`config.mk`:
```
export PLATFORM = sky130hd
export DESIGN_NAME = vend_machine_p
export DESIGN_NICKNAME = d
export VERILOG_FILES = /design/src/rtl/vend_machine_p.sv
export SDC_FILE = /design/constraint.sdc
export NUM_CORES = 1
export LEC_CHECK = 0
export BUFFER_PORTS_ARGS = -buffer_cell sky130_fd_sc_hd__buf_2
export CORE_MARGIN = 4
export CORE_UTILIZATION = 50
export CTS_CLUSTER_DIAMETER = 150
export CTS_CLUSTER_SIZE = 8
export DETAILED_ROUTE_END_ITERATION = 7
export GPL_TIMING_DRIVEN = 0
export PLACE_DENSITY = 0.71
export SETUP_SLACK_MARGIN = 0.05
export SYNTH_ARGS = -nofsm -noshare
export SYNTH_HDL_FRONTEND = slang
export SYNTH_SLANG_ARGS = --single-unit
```
`constraint.sdc`:
```
create_clock -name clk -period 5.97 [get_ports clk]
set_clock_uncertainty 0.15 [all_clocks]
set_input_delay 0.597 -clock clk [delete_from_list [all_inputs] [get_ports clk]]
set_output_delay 0.597 -clock clk [all_outputs]
set_load 0.02 [all_outputs]
```
`src/rtl/vend_machine_p.sv`:
```
// Coin-operated vending controller with configurable price and credit width.
// Coins accumulate into a credit register; one item is vended once the price
// is met and any remainder is returned greedily, one coin per cycle.
module vend_machine_p #(
  parameter int PRICE = 3,
  parameter int CW    = 6
) (
  input  logic          clk,
  input  logic          reset,
  input  logic          c5,
  input  logic          c10,
  input  logic          c20,
  input  logic          cancel,
  output logic          done,
  output logic [1:0]    change,
  output logic          reject,
  output logic          busy,
  output logic [CW-1:0] credit
);

  // state  | meaning
  // ACCUM  | idle, accepting coins and cancel
  // VEND   | dispensing one item, price deducted on exit
  // CHANGE | returning remainder, one 10c/5c coin per cycle
  typedef enum logic [1:0] {ACCUM, VEND, CHANGE} state_t;

  localparam logic [CW:0]   CMAX    = {1'b0, {CW{1'b1}}};
  localparam logic [CW:0]   PRICE_W = (CW+1)'(PRICE);
  localparam logic [CW-1:0] PRICE_C = CW'(PRICE);
  localparam logic [CW-1:0] ONE     = CW'(1);
  localparam logic [CW-1:0] TWO     = CW'(2);

  state_t          state;
  state_t          state_nxt;
  logic [CW-1:0]   credit_nxt;
  logic            reject_nxt;
  logic [2:0]      coins;
  logic            any_coin;
  logic [CW:0]     sum;

  // Coin bit positions coincide with their 5-cent weights (1, 2, 4), so the
  // concatenation is already the coin total; one extra bit catches overflow.
  always_comb begin
    coins    = {c20, c10, c5};
    any_coin = |coins;
    sum      = {1'b0, credit} + (CW+1)'(coins);
  end

  // Next-state and next-credit decision for the Moore machine.
  always_comb begin
    state_nxt  = state;
    credit_nxt = credit;
    reject_nxt = 1'b0;
    case (state)
      ACCUM: begin
        if (cancel) begin
          reject_nxt = any_coin;
          if (credit != '0) state_nxt = CHANGE;
        end else if (sum > CMAX) begin
          reject_nxt = 1'b1;
        end else begin
          credit_nxt = sum[CW-1:0];
          if (sum >= PRICE_W) state_nxt = VEND;
        end
      end
      VEND: begin
        reject_nxt = any_coin;
        credit_nxt = credit - PRICE_C;
        state_nxt  = (credit != PRICE_C) ? CHANGE : ACCUM;
      end
      CHANGE: begin
        reject_nxt = any_coin;
        credit_nxt = (credit >= TWO) ? (credit - TWO) : (credit - ONE);
        state_nxt  = (credit_nxt == '0) ? ACCUM : CHANGE;
      end
      default: begin
        state_nxt  = ACCUM;
        credit_nxt = '0;
      end
    endcase
  end

  // State, credit and all outputs registered together; outputs are decoded
  // from the next state so they line up with the state they describe.
  always_ff @(posedge clk) begin
    if (reset) begin
      state  <= ACCUM;
      credit <= '0;
      reject <= 1'b0;
      done   <= 1'b0;
      busy   <= 1'b0;
      change <= 2'b00;
    end else begin
      state  <= state_nxt;
      credit <= credit_nxt;
      reject <= reject_nxt;
      done   <= (state_nxt == VEND);
      busy   <= (state_nxt != ACCUM);
      if (state_nxt == CHANGE)
        change <= (credit_nxt >= TWO) ? 2'b10 : 2'b01;
      else
        change <= 2'b00;
    end
  end

endmodule

```
==> reports/qor.yml, run 1 <==
outcome: "finished, final reports clean"
async_flop_share_pct: 0
finalSetupViolCount: 0
start_kind: "register"
clock-root-buffer: "clkbuf_4"
track_usage_pct: 19.6
cpMaxStageDelayCell: "or4_1"
met2_usage_pct: 28.2
clk_latency_ns: 0.27
clk_pin_slew_ns: 0.08
cts_buffers: 3
synthTopCellsByCount: "nor2_1 (17), ha_1 (14), dfxtp_1 (13), inv_1 (13), nand2_1 (9)"
p_int_uw: 376
switchingPower_uw: 406
chipHeight_um: 57.7
core_region_area_mm2: 0.00228
finalNonFillerCells: 206
p_leak_uw: 0.000612
io_buffers: 16
rsz0062_at_grt: "no"
die-area_mm2: 0.00333
drtAntennaViolNets: 0
irDropWorstVdd_mv: 0.323
use_met3_pct: 3.79
cp_max_fo: 9
ios: 17
num-nets-final: 200
comb_power_share_pct: 73.8
netlist_area_mm2: 0.00123
maxSlewViolCount: 0
hp-class: "primary input to register"
power_frac_seq_pct: 19.5
cpLargestDelayFamily: "simple AND/OR/NAND/NOR gates"
hold_buffers: 0
antenna_cells: 0
slew_headroom_pct: 69.3
start_util_pct: 54.2
grt-busiest-layer: "met1"
path_buf_inv: 2
min_period_over_period_pct: 59.5
ys_ff_latch: 13
synth-edff-count: 0
hpwl_mm: 2.48
vias: 1224
drt_iter0_markers: 99
finalHoldViolations: 0
ys_seq_area_share_pct: 21.1
worstRegToRegCells: 9
vias_per_cell: 5.94
antenna_found_initial: 0
synth.most_common_cell: "nor2_1"
grt_use_met1_pct: 29.2
crit_chain: "clkbuf_1, inv_1, ha_1, or4_1, o31a_1, mux2i_1, or4b_1, o21bai_1, and4bb_2"
syn-instance-count: 158
dieWidth_um: 57.7
drcViolationCount: 0
synth.avg_cell_area_um2: 7.81
required_ns: 5.98
postCtsSetupRepairBufs: 0
pwr-share-clk_pct: 6.6
routedWlPerCell_um: 15.0
sw_frac_of_total_pct: 51.9
cts_tree: "built"
row_count: 17
grt_max_degree: 11
cp_slowest_stage_delay_ns: 0.58
grt_first_pass_wirelength_mm: 5.15
cts_max_level: 1
setup_tns_ns: 0
area_growth_pct: 11.5
synthDistinctLibCells: 49
yosysWarnings: 0
period_minus_slack_ns: 3.55
ys_top_cells_by_area: "dfxtp_1 (21%), ha_1 (14%), nor2_1 (5.2%)"
yosysTopAreaCell: "dfxtp_1"
first_global_vias: 1105
placed_cells: 202
min_path_cells: 4
cts_sinks: 13
cap_violations: 0
path_class: "register to register"
netlist.area_leader.share_pct: 21.1
placed_cell_area_mm2: 0.00135
design_area_mm2: 0.00138
cts.repair.resized: 0
worst_ep_arrival_time_ns: 3.57
clockBufferDepth: 2
crit_cells: 9
drt_first_pass_iters: 4
synth_nets: 179
drive_gt1_share_pct: 17.4
synthFlopType: "dfxtp_1"
power_density_mw_per_mm2: 568
finalWirelength_mm: 3.09
worstMarginPinSlew_ns: 0.455
max_freq_mhz: 281
gp_congestion: 0.955
grt-ovfl-total: 0
end_kind: "register"
[worst reg2reg max path: stages (launching register included)]
cell      delay, ns
dfxtp_1        0.39
clkbuf_1       0.34
inv_1          0.15
ha_1           0.26
or4_1          0.58
o31a_1         0.29
mux2i_1        0.14
or4b_1         0.57
o21bai_1       0.30
and4bb_2       0.27
[placed cells by master, fill, tap and decap left out, types with 6 or more instances in the layout]
cell type and count:
o21ai_0 6, dfxtp_1 13, clkbuf_1 8, nor2_1 17
nand2_1 9, buf_2 17, inv_1 13, ha_1 14
a21oi_1 8
[cell families after synthesis]
group	count (synthesis)	synth area share, %
AOI/OAI and AO/OA	44	25.3
xor gates and xnor gates	3	2.13
adders and majority gates	15	15.8
buffers and inverters	22	6.80
DFF	13	21.1
muxes	3	2.54
and+or+nand+nor	58	26.4
[final timing paths]
check / from / endpoint / slack (ns)
max: credit[0]$_SDFF_PP0_ / change[0]$_SDFF_PP0_ / 2.42
min: c20 / reject$_SDFF_PP0_ / 0.60
max reg2reg: credit[0]$_SDFF_PP0_ / change[0]$_SDFF_PP0_ / 2.42
min reg2reg: state[1]$_SDFF_PP0_ / done$_SDFF_PP0_ / 0.63
[through the flow]
step / worst slack [ns] / util (%) / hold WS [ns] / power [uW]
after floorplan: 2.71 / - / 0.529 / 581
after global placement: 2.48 / 59.3 / 0.607 / 715
after detailed placement: 2.47 / 59.3 / 0.609 / 723
after CTS: 2.45 / 60.4 / 0.596 / 779
after global routing: 2.30 / 60.4 / 0.617 / 856
final: 2.42 / 60.4 / 0.597 / 781
[metal layers]
layer,share of wire [%],routed length (um)
met1,49,1510
met2,43,1330
met3,6.8,210
met4,1.2,37
met5,0,0
[flip-flops by register name, summed over array words and instances (netlist names)]
register	count
busy	1
change	2
credit	6
done	1
reject	1
state	2
[final cells by class]
type                            count  area, um2
Tap cell                           28       35.0
Multi-Input combinational cell    123        890
Fill cell                         214        901
Clock buffer                        4       26.3
Timing Repair Buffer               16       80.1
Sequential cell                    13        260
Buffer                              9       35.0
Inverter                           13       48.8
[power groups by stage]
stage               registers, uW  clock network, uW  logic, uW
floorplan                     182                  0        399
global placement              153                  0        562
detailed placement            154                  0        569
CTS                           152               54.0        573
global route                  158               59.2        639
finish                        153               51.9        577
Note: power is estimated with default switching activity, not from simulation.
==> run 2, diff against run 1 <==
PLACE_DENSITY = 0.74   (was 0.71)
clock period = 2.9 ns   (was 5.97 ns; I/O delays follow)
==> reports/qor.yml, run 2 (synthesis results as in run 1) <==
outcome: "finished, final reports clean"
fillCellCount: 190
r2r_end: "change[0]$_SDFF_PP0_"
dieWidth_um: 57.7
finalSetupViolCount: 0
core_region_area_mm2: 0.00228
min_period_over_period_pct: 98.9
worst_ep_arrival_time_ns: 2.89
vias: 1345
max_freq_mhz: 349
hp-class: "primary input to register"
drt_first_pass_iters: 4
rrSetupSlack_ns: 0.03
cp_slowest_stage_delay_ns: 0.56
final_cell_mix: "buf_2 (17), nor2_1 (17), ha_1 (13)"
cap_violations: 0
cts_sinks: 13
path_buf_inv: 2
start_kind: "register"
hpwl_mm: 2.54
crit_chain: "clkbuf_16, inv_8, ha_4, or4_4, o31a_1, mux2i_2, or4b_4, o21bai_4, and4bb_2"
drcViolationCount: 0
drtAntennaViolNets: 0
ios: 17
rsz0062_at_grt: "yes"
routed-wl-met3_um: 196
required_ns: 2.93
cts_buffers: 3
end_kind: "register"
drt_iter0_markers: 73
clock-root-buffer: "clkbuf_4"
start_util_pct: 54.2
regMostFlops: "credit"
drive_gt1_share_pct: 30.5
r2r-start: "credit[0]$_SDFF_PP0_"
irDropWorstVdd_mv: 0.883
gp_congestion: 0.924
grt_max_degree: 11
grt-ovfl-total: 0
top_regs: "credit: 6 flops, change: 2 flops, state: 2 flops"
power.total_uw: 1940
crit_cells: 9
worstMarginPinSlew_ns: 0.551
p_leak_uw: 0.000683
clk_latency_ns: 0.28
vias_per_cell: 6.17
row_count: 17
met1_length_mm: 1.57
chipHeight_um: 57.7
period_minus_slack_ns: 2.87
clockBufferDepth: 2
antenna_cells: 0
hold_buffers: 0
min_path_cells: 4
routed.top_layer: "met4"
clk_pin_slew_ns: 0.08
first_global_vias: 1280
largest_reg_flops: 6
cpLargestDelayFamily: "simple AND/OR/NAND/NOR gates"
num-nets-final: 212
utilization_pct: 69.3
cts_max_level: 1
cp_max_fo: 3
track_usage_pct: 23.1
cts_tree: "built"
power_density_mw_per_mm2: 1230
finalHoldViolations: 0
io_buffers: 16
holdPathEnd: "reject$_SDFF_PP0_"
area_growth_pct: 27.8
routedWlPerCell_um: 17.0
finalWirelength_mm: 3.70
die-area_mm2: 0.00333
wl_met2_mm: 1.78
cpMaxStageDelayCell: "or4b_4"
worstRegToRegCells: 9
slew_headroom_pct: 63.3
path_class: "register to register"
antenna_found_initial: 0
maxSlewViolCount: 0
min_from: "c20"
grt_first_pass_wirelength_mm: 6.02
[run 2: worst max path at each step]
stage                                      end  slack [ns]            startpoint
after floorplan           change[0]$_SDFF_PP0_        0.01  credit[0]$_SDFF_PP0_
after global placement    change[0]$_SDFF_PP0_       -0.22  credit[1]$_SDFF_PP0_
after detailed placement  change[0]$_SDFF_PP0_       -0.26  credit[1]$_SDFF_PP0_
after CTS                 change[0]$_SDFF_PP0_        0.06  credit[0]$_SDFF_PP0_
after global routing      change[0]$_SDFF_PP0_       -0.04  credit[0]$_SDFF_PP0_
final                     change[0]$_SDFF_PP0_        0.03  credit[0]$_SDFF_PP0_
[run 2: cell type report]
type | instances | area, um2 | area share, %
plain buffers | 9 | 56.3 | 3.57
clock buffers | 4 | 26.3 | 1.67
inverters | 13 | 60.1 | 3.81
multi-input cells | 123 | 960 | 60.9
flip-flops and latches | 13 | 265 | 16.8
well taps | 28 | 35.0 | 2.22
repair buffers | 28 | 174 | 11.0
[run 2: metal layers]
layer  vias to the layer above  global-route usage, %
li1                        644                      -
met1                       635                   29.0
met4                         0                   12.6
met5                         -                      0
met3                        16                   4.01
met2                        50                   37.4
[run 2: worst register-to-register path, delay by kind of cell (launching register included)]
family          cells  cell delay, ns
fa+ha+maj           1            0.15
compound gates      2            0.46
buf+inv             2            0.17
simple gates        3            1.27
flops               1            0.37
mux                 1            0.18
[run 2: per-stage QoR]
step | instance area (um2) | worst slack [ns] | instances | TNS (ns) | hold WS, ns
2_1_floorplan | 1270 | 0.0124 | 158 | 0 | 0.409
4_1_cts | 1500 | 0.0625 | 212 | 0 | 0.287
6_report | 1580 | 0.0308 | 218 | 0 | 0.289
5_1_grt | 1580 | -0.0365 | 218 | -0.0459 | 0.291
3_3_place_gp | 1380 | -0.224 | 202 | -0.496 | 0.556
3_5_place_dp | 1380 | -0.262 | 202 | -0.668 | 0.557
[run 2: power by group]
part / internal [uW] / leakage (uW) / switching [uW]
Clock: 53.4 / 0.0000150 / 55.5
Combinational: 656 / 0.000559 / 838
Sequential: 255 / 0.000108 / 77.2
Total: 965 / 0.000683 / 971
[run 2: what timing repair did]
action | in CTS | in global routing
endpoints found under the setup margin | 7 | 5
gates resized for setup | 9 | 8
pin swaps | 4 | 3
buffers inserted | 6 | 6
==> run 3, diff against run 2 <==
RECOVER_POWER = 100   (was unset)
==> reports/qor.yml, run 3 (synthesis results as in run 1) <==
drcViolationCount: 0
cts_buffers: 3
top_regs: "credit: 6 flops, change: 2 flops, state: 2 flops"
clk_latency_ns: 0.28
final-seq-area_um2: 265
clock-root-buffer: "clkbuf_4"
preCtsSetupSlack_ns: -0.262
p_leak_uw: 0.000640
worstMarginPinSlew_ns: 0.553
r2r-start: "credit[0]$_SDFF_PP0_"
setup_tns_ns: 0
gp_congestion: 0.924
finalWirelength_mm: 3.73
power_density_mw_per_mm2: 1230
cap_violations: 0
max_freq_mhz: 349
vias: 1345
drt_iter0_markers: 74
drtAntennaViolNets: 0
cts_max_level: 1
grt-ovfl-total: 0
grt_first_pass_wirelength_mm: 6.02
min_path_cells: 4
hp-class: "primary input to register"
antenna_cells: 0
regMostFlops: "credit"
required_ns: 2.93
clk_pin_slew_ns: 0.08
row_count: 17
start_util_pct: 54.2
drive_gt1_share_pct: 24.7
drt_first_pass_iters: 4
placed_cells: 202
r2r_end: "change[0]$_SDFF_PP0_"
hold_buffers: 0
rrSetupSlack_ns: 0.03
dieWidth_um: 57.7
track_usage_pct: 23.1
fillCellCount: 197
min_period_over_period_pct: 98.9
holdPathEnd: "reject$_SDFF_PP0_"
design_area_mm2: 0.00156
finalHoldViolations: 0
placed_cell_area_mm2: 0.00138
io_buffers: 16
hpwl_mm: 2.54
end_kind: "register"
chipHeight_um: 57.7
worstRegToRegCells: 9
rsz0062_at_grt: "yes"
cts_sinks: 13
start_kind: "register"
path_class: "register to register"
die-area_mm2: 0.00333
mostFrequentLayoutCell: "clkbuf_1"
grt_max_degree: 11
setup_ws_ns: 0.0306
cts_tree: "built"
utilization_pct: 68.6
cp_max_fo: 3
min_from: "c20"
outcome: "finished, final reports clean"
largest_reg_flops: 6
slew_headroom_pct: 63.1
vias_per_cell: 6.17
maxSlewViolCount: 0
routedWlPerCell_um: 17.1
multiInputGateArea_um2: 960
first_global_vias: 1280
ios: 17
finalNonFillerCells: 218
period_minus_slack_ns: 2.87
clockBufferDepth: 2
worst_ep_arrival_time_ns: 2.90
num-nets-final: 212
irDropWorstVdd_mv: 0.854
antenna_found_initial: 0
finalSetupViolCount: 0
area_growth_pct: 26.5
core_region_area_mm2: 0.00228
final_cell_mix: "clkbuf_1 (18), nor2_1 (17), ha_1 (13)"
==> run 3: cell count changes in the layout (fill, tap and decap cells not counted) <==
cell      change
clkbuf_1     +11
buf_2        -10
buf_4         -1
==> run 3: per-layer routing <==
layer | vias up | GRT usage [%] | part of all wire (%)
met5 | - | 0 | 0
met4 | 0 | 12.6 | 3.8
li1 | 644 | - | -
met2 | 53 | 37.4 | 48
met3 | 13 | 4.01 | 4.8
met1 | 635 | 29.0 | 43
==> run 3: area by class of cell <==
type                            instances  share of cell area [%]
Multi-Input combinational cell        123                    61.5
Inverter                               13                    3.85
Tap cell                               28                    2.25
Timing Repair Buffer                   28                    10.1
Clock buffer                            4                    1.68
Sequential cell                        13                    17.0
Buffer                                  9                    3.61
==> run 3: through the flow <==
step / total power, uW / hold WS [ns]
5_1_grt: 2080 / 0.291
2_1_floorplan: 1230 / 0.409
3_5_place_dp: 1530 / 0.557
4_1_cts: 1790 / 0.287
6_report: 1930 / 0.288
3_3_place_gp: 1510 / 0.556
==> run 3: power breakdown <==
group          switching (uW)  leakage [uW]  internal, uW
combinational             840      0.000517           643
clock                    56.3     0.0000150          53.4
sequential               78.3      0.000108           255
==> run 3: worst max-delay path: stages, from the launching register on <==
cell	delay [ns]
dfxtp_4	0.37
clkbuf_16	0.14
inv_8	0.03
ha_4	0.15
or4_4	0.48
o31a_1	0.29
mux2i_2	0.18
or4b_4	0.56
o21bai_4	0.17
and4bb_2	0.23
==> run 3: what timing repair did <==
item,in CTS,in global routing
endpoints found under the hold margin,0,0
endpoints found under the setup margin,7,5
resized for setup,9,8
pin swaps,4,3
buffers inserted,6,6
==> run 3: worst max path at each step <==
stage                                    start                   end  slack (ns)
after floorplan           credit[0]$_SDFF_PP0_  change[0]$_SDFF_PP0_        0.01
after global placement    credit[1]$_SDFF_PP0_  change[0]$_SDFF_PP0_       -0.22
after detailed placement  credit[1]$_SDFF_PP0_  change[0]$_SDFF_PP0_       -0.26
after CTS                 credit[0]$_SDFF_PP0_  change[0]$_SDFF_PP0_        0.06
after global routing      credit[0]$_SDFF_PP0_  change[0]$_SDFF_PP0_       -0.04
final                     credit[0]$_SDFF_PP0_  change[0]$_SDFF_PP0_        0.03
